`src/rtl/spiflash_axi_pkg.sv`:
```
// Shared response codes and read-FSM encoding for the SPI-flash AXI-lite prefetch bridge.
package spiflash_axi_pkg;

   localparam logic [1:0] RESP_OKAY   = 2'b00;
   localparam logic [1:0] RESP_SLVERR = 2'b10;

   typedef enum logic [1:0] {
      IDLE     = 2'd0,
      FETCH    = 2'd1,
      RESP     = 2'd2,
      PREFETCH = 2'd3
   } rd_state_t;

endpackage

```
`src/rtl/spiflash_pfbuf.sv`:
```
// Sequential prefetch buffer: words base..base+count-1, filled at count, read by offset from base.
module spiflash_pfbuf #(
   parameter int unsigned WAW   = 22,
   parameter int unsigned DEPTH = 4
) (
   input  logic           clk,
   input  logic           reset,
   input  logic           clear,
   input  logic           load,
   input  logic [WAW-1:0] load_base,
   input  logic           wr_en,
   input  logic [31:0]    wr_data,
   input  logic [WAW-1:0] rd_addr,
   output logic           hit,
   output logic [31:0]    rd_data,
   output logic [WAW-1:0] next_addr,
   output logic           full,
   output logic           valid
);
   localparam int unsigned IW = $clog2(DEPTH);
   localparam int unsigned CW = $clog2(DEPTH + 1);

   logic [31:0]    mem [DEPTH];
   logic [WAW-1:0] base;
   logic [CW-1:0]  count;
   logic [WAW-1:0] offset;
   logic           do_wr;

   // Offset arithmetic is modulo the flash size, so a window may wrap past the top.
   assign offset    = rd_addr - base;
   assign hit       = valid && (offset < WAW'(count));
   assign rd_data   = mem[offset[IW-1:0]];
   assign next_addr = base + WAW'(count);
   assign full      = (count == CW'(DEPTH));
   assign do_wr     = wr_en && !full && !clear && !load;

   always_ff @(posedge clk) begin
      if (reset) begin
         base  <= '0;
         count <= '0;
         valid <= 1'b0;
      end else if (clear) begin
         count <= '0;
         valid <= 1'b0;
      end else if (load) begin
         base  <= load_base;
         count <= '0;
         valid <= 1'b1;
      end else if (do_wr) begin
         count <= count + CW'(1);
      end
   end

   always_ff @(posedge clk) begin
      if (do_wr) mem[count[IW-1:0]] <= wr_data;
   end

endmodule

```
`src/rtl/spiflash_axi_prefetch.sv`:
```
// AXI-lite slave in front of a word-wide flash core with a sequential prefetch buffer
// and a single memory-mapped config register.
module spiflash_axi_prefetch
   import spiflash_axi_pkg::*;
#(
   parameter int unsigned FLASH_AW    = 24,
   parameter int unsigned DEPTH       = 4,
   parameter logic [31:0] CFG_ADDR    = 32'h0200_0000,
   parameter bit          PREFETCH_EN = 1'b1
) (
   input  logic                clk,
   input  logic                reset,
   input  logic                awvalid,
   output logic                awready,
   input  logic [31:0]         awaddr,
   input  logic                wvalid,
   output logic                wready,
   input  logic [31:0]         wdata,
   input  logic [3:0]          wstrb,
   output logic                bvalid,
   input  logic                bready,
   output logic [1:0]          bresp,
   input  logic                arvalid,
   output logic                arready,
   input  logic [31:0]         araddr,
   output logic                rvalid,
   input  logic                rready,
   output logic [31:0]         rdata,
   output logic [1:0]          rresp,
   output logic                mem_valid,
   input  logic                mem_ready,
   output logic [FLASH_AW-1:0] mem_addr,
   input  logic [31:0]         mem_rdata,
   output logic [3:0]          cfg_we,
   output logic [31:0]         cfg_di,
   input  logic [31:0]         cfg_do
);
   localparam int unsigned WAW = FLASH_AW - 2;

   rd_state_t           state, state_n;
   logic                aw_full, aw_full_n, w_full, w_full_n, wr_go, wr_go_n;
   logic [31:0]         aw_addr_q, aw_addr_n, w_data_q, w_data_n;
   logic [3:0]          w_strb_q, w_strb_n;
   logic                arready_n, rvalid_n, awready_n, wready_n, bvalid_n, mem_valid_n;
   logic [31:0]         rdata_n, cfg_di_n;
   logic [1:0]          bresp_n;
   logic [3:0]          cfg_we_n;
   logic [FLASH_AW-1:0] mem_addr_n;
   logic                ar_hs, ar_cfg, wr_pend, wr_cfg, wr_issue, cfg_pend_n;
   logic                buf_clear, buf_load, buf_wr, buf_hit, buf_full, buf_valid;
   logic [WAW-1:0]      ar_word, buf_next;
   logic [31:0]         buf_rdata;

   assign ar_word  = araddr[FLASH_AW-1:2];
   assign ar_hs    = arvalid && arready;
   assign ar_cfg   = (araddr == CFG_ADDR);
   assign wr_pend  = aw_full && w_full && !wr_go && !bvalid;
   assign wr_cfg   = (aw_addr_q == CFG_ADDR);
   // Flash-region writes have no side effect and may complete at any time; config
   // writes must not race a flash access or a buffer update.
   assign wr_issue = wr_pend && (!wr_cfg || (state == IDLE && !mem_valid));

   spiflash_pfbuf #(.WAW(WAW), .DEPTH(DEPTH)) u_pfbuf (
      .clk       (clk),
      .reset     (reset),
      .clear     (buf_clear),
      .load      (buf_load),
      .load_base (ar_word),
      .wr_en     (buf_wr),
      .wr_data   (mem_rdata),
      .rd_addr   (ar_word),
      .hit       (buf_hit),
      .rd_data   (buf_rdata),
      .next_addr (buf_next),
      .full      (buf_full),
      .valid     (buf_valid)
   );

   always_comb begin
      state_n     = state;
      aw_full_n   = aw_full;
      w_full_n    = w_full;
      aw_addr_n   = aw_addr_q;
      w_data_n    = w_data_q;
      w_strb_n    = w_strb_q;
      wr_go_n     = 1'b0;
      rvalid_n    = rvalid;
      rdata_n     = rdata;
      bvalid_n    = bvalid;
      bresp_n     = bresp;
      mem_valid_n = mem_valid;
      mem_addr_n  = mem_addr;
      cfg_we_n    = '0;
      cfg_di_n    = cfg_di;
      buf_clear   = 1'b0;
      buf_load    = 1'b0;
      buf_wr      = 1'b0;

      if (awvalid && awready) begin
         aw_full_n = 1'b1;
         aw_addr_n = awaddr;
      end
      if (wvalid && wready) begin
         w_full_n = 1'b1;
         w_data_n = wdata;
         w_strb_n = wstrb;
      end
      if (wr_issue) begin
         wr_go_n = 1'b1;
         if (wr_cfg) begin
            cfg_we_n  = w_strb_q;
            cfg_di_n  = w_data_q;
            buf_clear = 1'b1;
         end
      end
      if (wr_go) begin
         bvalid_n = 1'b1;
         bresp_n  = wr_cfg ? RESP_OKAY : RESP_SLVERR;
      end
      if (bvalid && bready) begin
         bvalid_n  = 1'b0;
         aw_full_n = 1'b0;
         w_full_n  = 1'b0;
      end

      unique case (state)
         IDLE: begin
            if (ar_hs) begin
               if (ar_cfg) begin
                  rdata_n  = cfg_do;
                  rvalid_n = 1'b1;
                  state_n  = RESP;
               end else if (buf_hit) begin
                  rdata_n  = buf_rdata;
                  rvalid_n = 1'b1;
                  state_n  = RESP;
               end else begin
                  buf_load    = 1'b1;
                  mem_valid_n = 1'b1;
                  mem_addr_n  = {ar_word, 2'b00};
                  state_n     = FETCH;
               end
            end else if (!(wr_issue && wr_cfg) && PREFETCH_EN && buf_valid && !buf_full) begin
               mem_valid_n = 1'b1;
               mem_addr_n  = {buf_next, 2'b00};
               state_n     = PREFETCH;
            end
         end
         FETCH: begin
            if (mem_ready) begin
               buf_wr      = 1'b1;
               rdata_n     = mem_rdata;
               rvalid_n    = 1'b1;
               mem_valid_n = 1'b0;
               state_n     = RESP;
            end
         end
         RESP: begin
            if (rready) begin
               rvalid_n = 1'b0;
               state_n  = IDLE;
            end
         end
         PREFETCH: begin
            if (mem_ready) begin
               buf_wr      = 1'b1;
               mem_valid_n = 1'b0;
               state_n     = IDLE;
            end
         end
         default: state_n = IDLE;
      endcase

      // A config write pending next cycle keeps AR blocked so it is issued first.
      cfg_pend_n = aw_full_n && w_full_n && !wr_go_n && !bvalid_n && (aw_addr_n == CFG_ADDR);
      arready_n  = (state_n == IDLE) && !cfg_pend_n;
      awready_n  = !aw_full_n;
      wready_n   = !w_full_n;
   end

   always_ff @(posedge clk) begin
      if (reset) begin
         state     <= IDLE;
         aw_full   <= 1'b0;
         w_full    <= 1'b0;
         aw_addr_q <= '0;
         w_data_q  <= '0;
         w_strb_q  <= '0;
         wr_go     <= 1'b0;
         arready   <= 1'b0;
         awready   <= 1'b0;
         wready    <= 1'b0;
         rvalid    <= 1'b0;
         rdata     <= '0;
         rresp     <= RESP_OKAY;
         bvalid    <= 1'b0;
         bresp     <= RESP_OKAY;
         mem_valid <= 1'b0;
         mem_addr  <= '0;
         cfg_we    <= '0;
         cfg_di    <= '0;
      end else begin
         state     <= state_n;
         aw_full   <= aw_full_n;
         w_full    <= w_full_n;
         aw_addr_q <= aw_addr_n;
         w_data_q  <= w_data_n;
         w_strb_q  <= w_strb_n;
         wr_go     <= wr_go_n;
         arready   <= arready_n;
         awready   <= awready_n;
         wready    <= wready_n;
         rvalid    <= rvalid_n;
         rdata     <= rdata_n;
         rresp     <= RESP_OKAY;
         bvalid    <= bvalid_n;
         bresp     <= bresp_n;
         mem_valid <= mem_valid_n;
         mem_addr  <= mem_addr_n;
         cfg_we    <= cfg_we_n;
         cfg_di    <= cfg_di_n;
      end
   end

endmodule

```
`config.mk`:
```
export PLATFORM = sky130hd
export DESIGN_NAME = spiflash_axi_prefetch
export DESIGN_NICKNAME = d
export VERILOG_FILES = /design/src/rtl/spiflash_axi_pkg.sv /design/src/rtl/spiflash_pfbuf.sv /design/src/rtl/spiflash_axi_prefetch.sv
export SDC_FILE = /design/constraint.sdc
export NUM_CORES = 1
export LEC_CHECK = 0
export BUFFER_PORTS_ARGS = -buffer_cell sky130_fd_sc_hd__clkbuf_2
export CAP_MARGIN = 20
export CORE_ASPECT_RATIO = 0.8
export CORE_MARGIN = 2
export CORE_UTILIZATION = 30
export CTS_CLUSTER_SIZE = 24
export DETAILED_ROUTE_END_ITERATION = 8
export HOLD_SLACK_MARGIN = 0.1
export PLACE_DENSITY_LB_ADDON = 0.05
export SLEW_MARGIN = 20
export SYNTH_ARGS = -nofsm -noshare
export SYNTH_HDL_FRONTEND = slang
export SYNTH_SLANG_ARGS = --single-unit
```
`constraint.sdc`:
```
create_clock -name clk -period 8 [get_ports clk]
set_input_delay 0.8 -clock clk [delete_from_list [all_inputs] [get_ports clk]]
set_output_delay 0.8 -clock clk [all_outputs]
set_load 0.01 [all_outputs]
```
# ---- Word level (Yosys, flattened, before mapping)
# Memories as Yosys holds them, arrays and structs flattened.
# Cells that the tools add are included.
# Widths: inputs -> output; s select.
dict set report word_totals {
  reg_bits 199
  mem_bits_rw 128
  in_bits 172
  out_inout_bits 102
  elab_cells 145
  n_memories 1
}
# name depth width rd rd_ports_with_merged_regs write_ports line_no
set mem_list {}
lappend mem_list {u_pfbuf.mem 4 32 1 0 1 spiflash_pfbuf.sv:23} ;# logic [31:0] mem [DEPTH];
dict set report op_classes {
  addsub 3
  n_lt_le_gt_ge 1
  eq_ne 17
  muxes 48
  bitwise_logic 3
  n_reduce_logical 51
}
# cell count
set op_table {}
lappend op_table {{$mux 32} 5}
lappend op_table {{$eq 32x26->1 const B} 3}
lappend op_table {{$mux 24} 4}
lappend op_table {{$pmux 32 s2} 1}
lappend op_table {{$mux 1} 27}
lappend op_table {{$add 22x3->22} 1}
lappend op_table {{$lt 22x3->1} 1}
lappend op_table {{$sub 22x22->22} 1}
lappend op_table {{$logic_and 1x1->1} 21}
lappend op_table {{$mux 2} 8}
lappend op_table {{$logic_not 1->1} 13}
lappend op_table {{$ne 2x2->1 const B} 5}
lappend op_table {{$reduce_and 5->1} 2}
lappend op_table {{$ne 3x3->1 const B} 3}
lappend op_table {{$pmux 2 s4} 1}
lappend op_table {{$reduce_and 4->1} 2}
lappend op_table {{$reduce_bool 2->1} 3}
lappend op_table {{$reduce_or 3->1} 2}
lappend op_table {{$eq 2x2->1 const B} 2}
lappend op_table {{$logic_not 2->1} 2}
lappend op_table {{$reduce_and 2->1} 2}
lappend op_table {{$reduce_or 2->1} 2}
lappend op_table {{$add 3x1->3 const B} 1}
lappend op_table {{$eq 3x3->1 const B} 1}
lappend op_table {{8 further kinds} 10}

# ---- Logic depth before layout (Yosys ltp)
dict set report depth {
  depth_word 13
  mapped_depth 19
  mapped_depth_nobuf 14
}

# ---- Cells and area by module
# Synthesis repeated with hierarchy kept, for this count alone.
dict set report hier_totals {
  hier_cells 1431
  hier_area_um2 14631.5
}
# mod n_inst cells_per_inst area_each_um2 seq_area_each_um2
set by_module_without_submodules {}
lappend by_module_without_submodules {spiflash_pfbuf 1 550 7448.4 4364.2}
lappend by_module_without_submodules {spiflash_axi_prefetch 1 881 7183.1 3403.3}

# ---- Worst setup path before layout
# OpenSTA, ideal clock, no wires.
dict set report synth_timing {
  kind {input port to flip-flop}
  from {input port araddr[2]}
  to {register rdata[0]}
  setup_time_ns 0.120
  t_arrival_ns 4.697
  required_ns 7.880
  path_slack_ns 3.184
  cell_stages 19
  path_buffers 5
  cell_sequence {inv_1 > ha_1 > fa_1 > clkbuf_1 > clkbuf_1 > inv_1 > ha_1 > a21boi_0 > o21ai_0 > o2111ai_1 > nor3_1 > o211ai_1 > or4_4 > or4_1 > buf_2 > o21a_1 > buf_6 > buf_6 > mux2i_1}
}
dict set report synth_via {
  elab_chain_len 6
  elab_cells_between_ends 11
  cone_classes {add/sub (1); order compare (1); eq/ne (2); mux (4); reduce/logical (2); memory (1)}
}
# item line_no
set synth_rtl {}
lappend synth_rtl {{from (decl)} spiflash_axi_prefetch.sv:25} ;# input logic [31:0] araddr,
lappend synth_rtl {{branches (longest 6 deep; another with $sub 22x22->22)} n/a}
lappend synth_rtl {{to (signal assigned)} spiflash_axi_prefetch.sv:214} ;# rdata <= rdata_n;
lappend synth_rtl {{to (decl)} spiflash_axi_prefetch.sv:28} ;# output logic [31:0] rdata,
# Several ways; the timed one is not identified. The select of a mux whose other input is x is not followed.
# A chain may end at the register's enable or synchronous reset.

# ---- Worst setup path in the final report
dict set report layout_timing {
  from {input port araddr[2]}
  to {register u_pfbuf.base[7]}
}
dict set report layout_via {
  elab_chain_len 8
  elab_cells_between_ends 9
  cone_classes {add/sub (1); order compare (1); eq/ne (1); mux (4); reduce/logical (2)}
}
# item line_no
set layout_rtl {}
lappend layout_rtl {{$sub 22x22->22} spiflash_pfbuf.sv:30} ;# assign offset = rd_addr - base;
lappend layout_rtl {{$lt 22x3->1} spiflash_pfbuf.sv:31} ;# assign hit = valid && (offset < WAW'(count));
lappend layout_rtl {{$logic_and 1x1->1} spiflash_pfbuf.sv:31}
lappend layout_rtl {{$mux 1} spiflash_axi_prefetch.sv:133} ;# end else if (buf_hit) begin
lappend layout_rtl {{$mux 1 (*)} spiflash_axi_prefetch.sv:129} ;# if (ar_cfg) begin
lappend layout_rtl {{$mux 1 (*)} spiflash_axi_prefetch.sv:128} ;# if (ar_hs) begin
lappend layout_rtl {{$mux 1 (*)} spiflash_axi_prefetch.sv:126} ;# unique case (state)
lappend layout_rtl {{$reduce_and 2->1 (no line) (*)} n/a}
lappend layout_rtl {{to (signal assigned)} spiflash_pfbuf.sv:46} ;# base <= load_base;
lappend layout_rtl {{to (decl)} spiflash_pfbuf.sv:24} ;# logic [WAW-1:0] base;
# Every way passes the cells marked *; elsewhere a longest branch is shown, timed or not.

==> qor.csv <==
metric;value;unit
yosysUniqueCellTypes;65;
post-route-min-period;4.90;ns
fin_worst_skew;0.0316;ns
status;complete, no violations;
core_region_area;49500;µm²
hold_buffers;0;
num_vias;12000;
drt_first_iter_violations;775;
worst_slew_pin_slew;1.06;ns
route.detailed.drc;0;
root_buffer;clkbuf_16;
crit_required;8.48;ns
clk-insertion-delay-late;0.57;ns
core.rowCount;73;
ant_nets;0;
start_util;30.3;%
wire_per_inst;18.9;µm
ys_seq_area_share;51.8;%
synth_area_per_cell;9.99;µm²
grt_max_degree;189;
htreeDepth;2;
grt_pass1_vias;11900;
firstDrtPassIters;5;
dieArea;51800;µm²
irDropWorstVdd;0.156;mV
finalNetCount;1935;
powerDensity;254;nW/µm²
syn_to_final_growth;21.6;%
clk_pin_slew_worst_paths;0.06;ns
ys.flop_type;dfxtp_1;
worstSetupStartpointType;input pin;
place_congestion;0.818;
synth-async-reset-ratio;0;%
yosysWarnings;0;
max_slew_margin;29.0;%
cts_buffer_depth;3;
hold_path_class;register to register;
worstSetupPathType;input pin to register;
max_freq;0.204;GHz
drive_above_1_share;22.8;%
critPathMaxStageDelay;0.79;ns
slew_viol_final;0;
grt_pass1_wl;71.0;mm
critPathCaptureType;register;
clock-sinks;324;
dieWidth;254;µm
die_h;204;µm
p_leak;6.89;nW
power;4.64;mW
cts_resized;0;
setup_tns;0;ns
crit_path_cell_trace;clkbuf_2 -> inv_1 -> ha_2 -> fa_2 -> buf_4 -> inv_1 -> ha_1 -> a21boi_0 -> o21ai_0 -> o2111ai_1 -> nor3_1 -> o211ai_1 -> or4_4 -> nor4_2 -> buf_4 -> o21ai_0 -> a21oi_1;
cts_setup_buffers;0;
netlist_area;15000;µm²
cts_buffers;40;
setup_viol;0;
ys_seq_elements;324;
track_usage;17.7;%
antenna_found_initial;1;
synth-edff-count;128;
final.fill_count;5124;
cap_violations;0;
cts_tree;yes;
io_buffer_count;268;
slowest_stage;nor4_2;
dpl.hpwl;30.9;mm
crit_fanout;33;
whs;0.438;ns
cp_data_arrival_time;5.38;ns
io_pins;274;
finalHoldViolations;0;
post-route-period-util;61.2;%
via_per_inst;4.94;
rsz0062_at_grt;no;
routed_wl;46.0;mm
syn-instance-count;1503;
grt_overflow;0;
power breakdown:
part	switching (mW)	internal, mW
Sequential	0.0624	1.81
Clock	0.740	1.04
Combinational	0.605	0.376
worst paths after layout:
check	depth (start not counted)	slack, ns	to	startpoint
hold / removal	1	0.44	cfg_we[0]	w_strb_q[0]
setup / recovery	17	3.10	u_pfbuf.base[7]	araddr[2]
hold reg to reg	1	0.44	cfg_we[0]	w_strb_q[0]
setup reg to reg	15	3.20	u_pfbuf.base[7]	u_pfbuf.base[0]
critical path: cells and delay by family:
kind                       cells  cell delay [ns]
adders and majority gates      3             1.01
and+or+nand+nor                3             1.57
AOI/OAI and AO/OA              6             0.89
buffers and inverters          5             1.07
Yosys cell counts (32+ instances only):
master / instances / area share, %
a21oi_1: 168 / 5.6
mux2i_1: 67 / 4.5
nand3_1: 39 / 1.3
nand2_1: 236 / 5.9
clkbuf_1: 71 / 1.8
a211o_1: 33 / 1.9
edfxtp_1: 128 / 26
inv_1: 36 / 0.90
dfxtp_1: 196 / 26
nor2_1: 93 / 2.3
mux4_2: 32 / 4.8
o21ai_0: 62 / 2.1
nand2b_1: 37 / 1.5
through the flow:
stage                     utilization, %  std cells  cell area [µm²]  worst slack, ns
after floorplan                        -       1507            15000             3.18
after global placement              34.2       2364            17000             2.61
after detailed placement            34.3       2364            17000             2.45
after CTS                           36.9       2438            18200             3.06
after global routing                36.9       2438            18200             2.65
final                               36.9       2439            18300             3.10
cell usage in the layout (no fill, tap or decap), drive strengths merged, types with 7 or more instances in the layout:
cell / instances
nand4: 11
nor3: 18
inv: 40
xnor2: 26
a21oi: 171
o41ai: 8
nor2: 94
nand3: 39
ha: 30
nor4: 28
mux2i: 67
dfxtp: 196
o211ai: 7
mux4: 32
clkinv: 11
nand2b: 37
and2: 15
o31ai: 13
a211o: 33
nand2: 236
buf: 20
a21o: 10
o21ai: 65
clkbuf: 320
nor2b: 21
o21a: 10
edfxtp: 128
routing by layer:
layer  track usage (%)  wire length (µm)  up-vias
li1                  -                 -     5854
met1              25.1             22000     5907
met2              27.6             21100      222
met3              3.35              2070       56
met4              4.79               840        2
met5                 0                13        -
area by class of cell:
cell class                      count  area, µm²  share of cell area (%)
Sequential cell                   324       7770                    42.6
Multi-Input combinational cell   1042       6710                    36.7
Timing Repair Buffer              287       1500                    8.23
Clock buffer                       53       1100                    6.03
Tap cell                          675        845                    4.63
Clock inverter                     21        193                    1.06
Inverter                           36        135                   0.740
Antenna cell                        1       2.50                  0.0137
cells by family after synthesis:
logic type	Yosys count	synth area share, %
mux	100	9.35
buf+inv	141	3.98
flops	324	51.8
fa+ha+maj	32	2.77
simple gates	528	16.2
other cells	1	0.0250
xor+xnor	27	1.58
compound gates	350	14.3
state kept, by name, indices dropped and copies added (netlist names):
name / cells
w_full: 1
u_pfbuf.mem: 128
wready: 1
u_pfbuf.valid: 1
awready: 1
rvalid: 1
cfg_we: 4
u_pfbuf.count: 3
bvalid: 1
w_strb_q: 4
cfg_di: 32
bresp: 1
aw_full: 1
u_pfbuf.base: 22
wr_go: 1
rdata: 32
aw_addr_q: 32
arready: 1
mem_valid: 1
state: 2
mem_addr: 22
w_data_q: 32
Power figures use the tool's default switching activity.
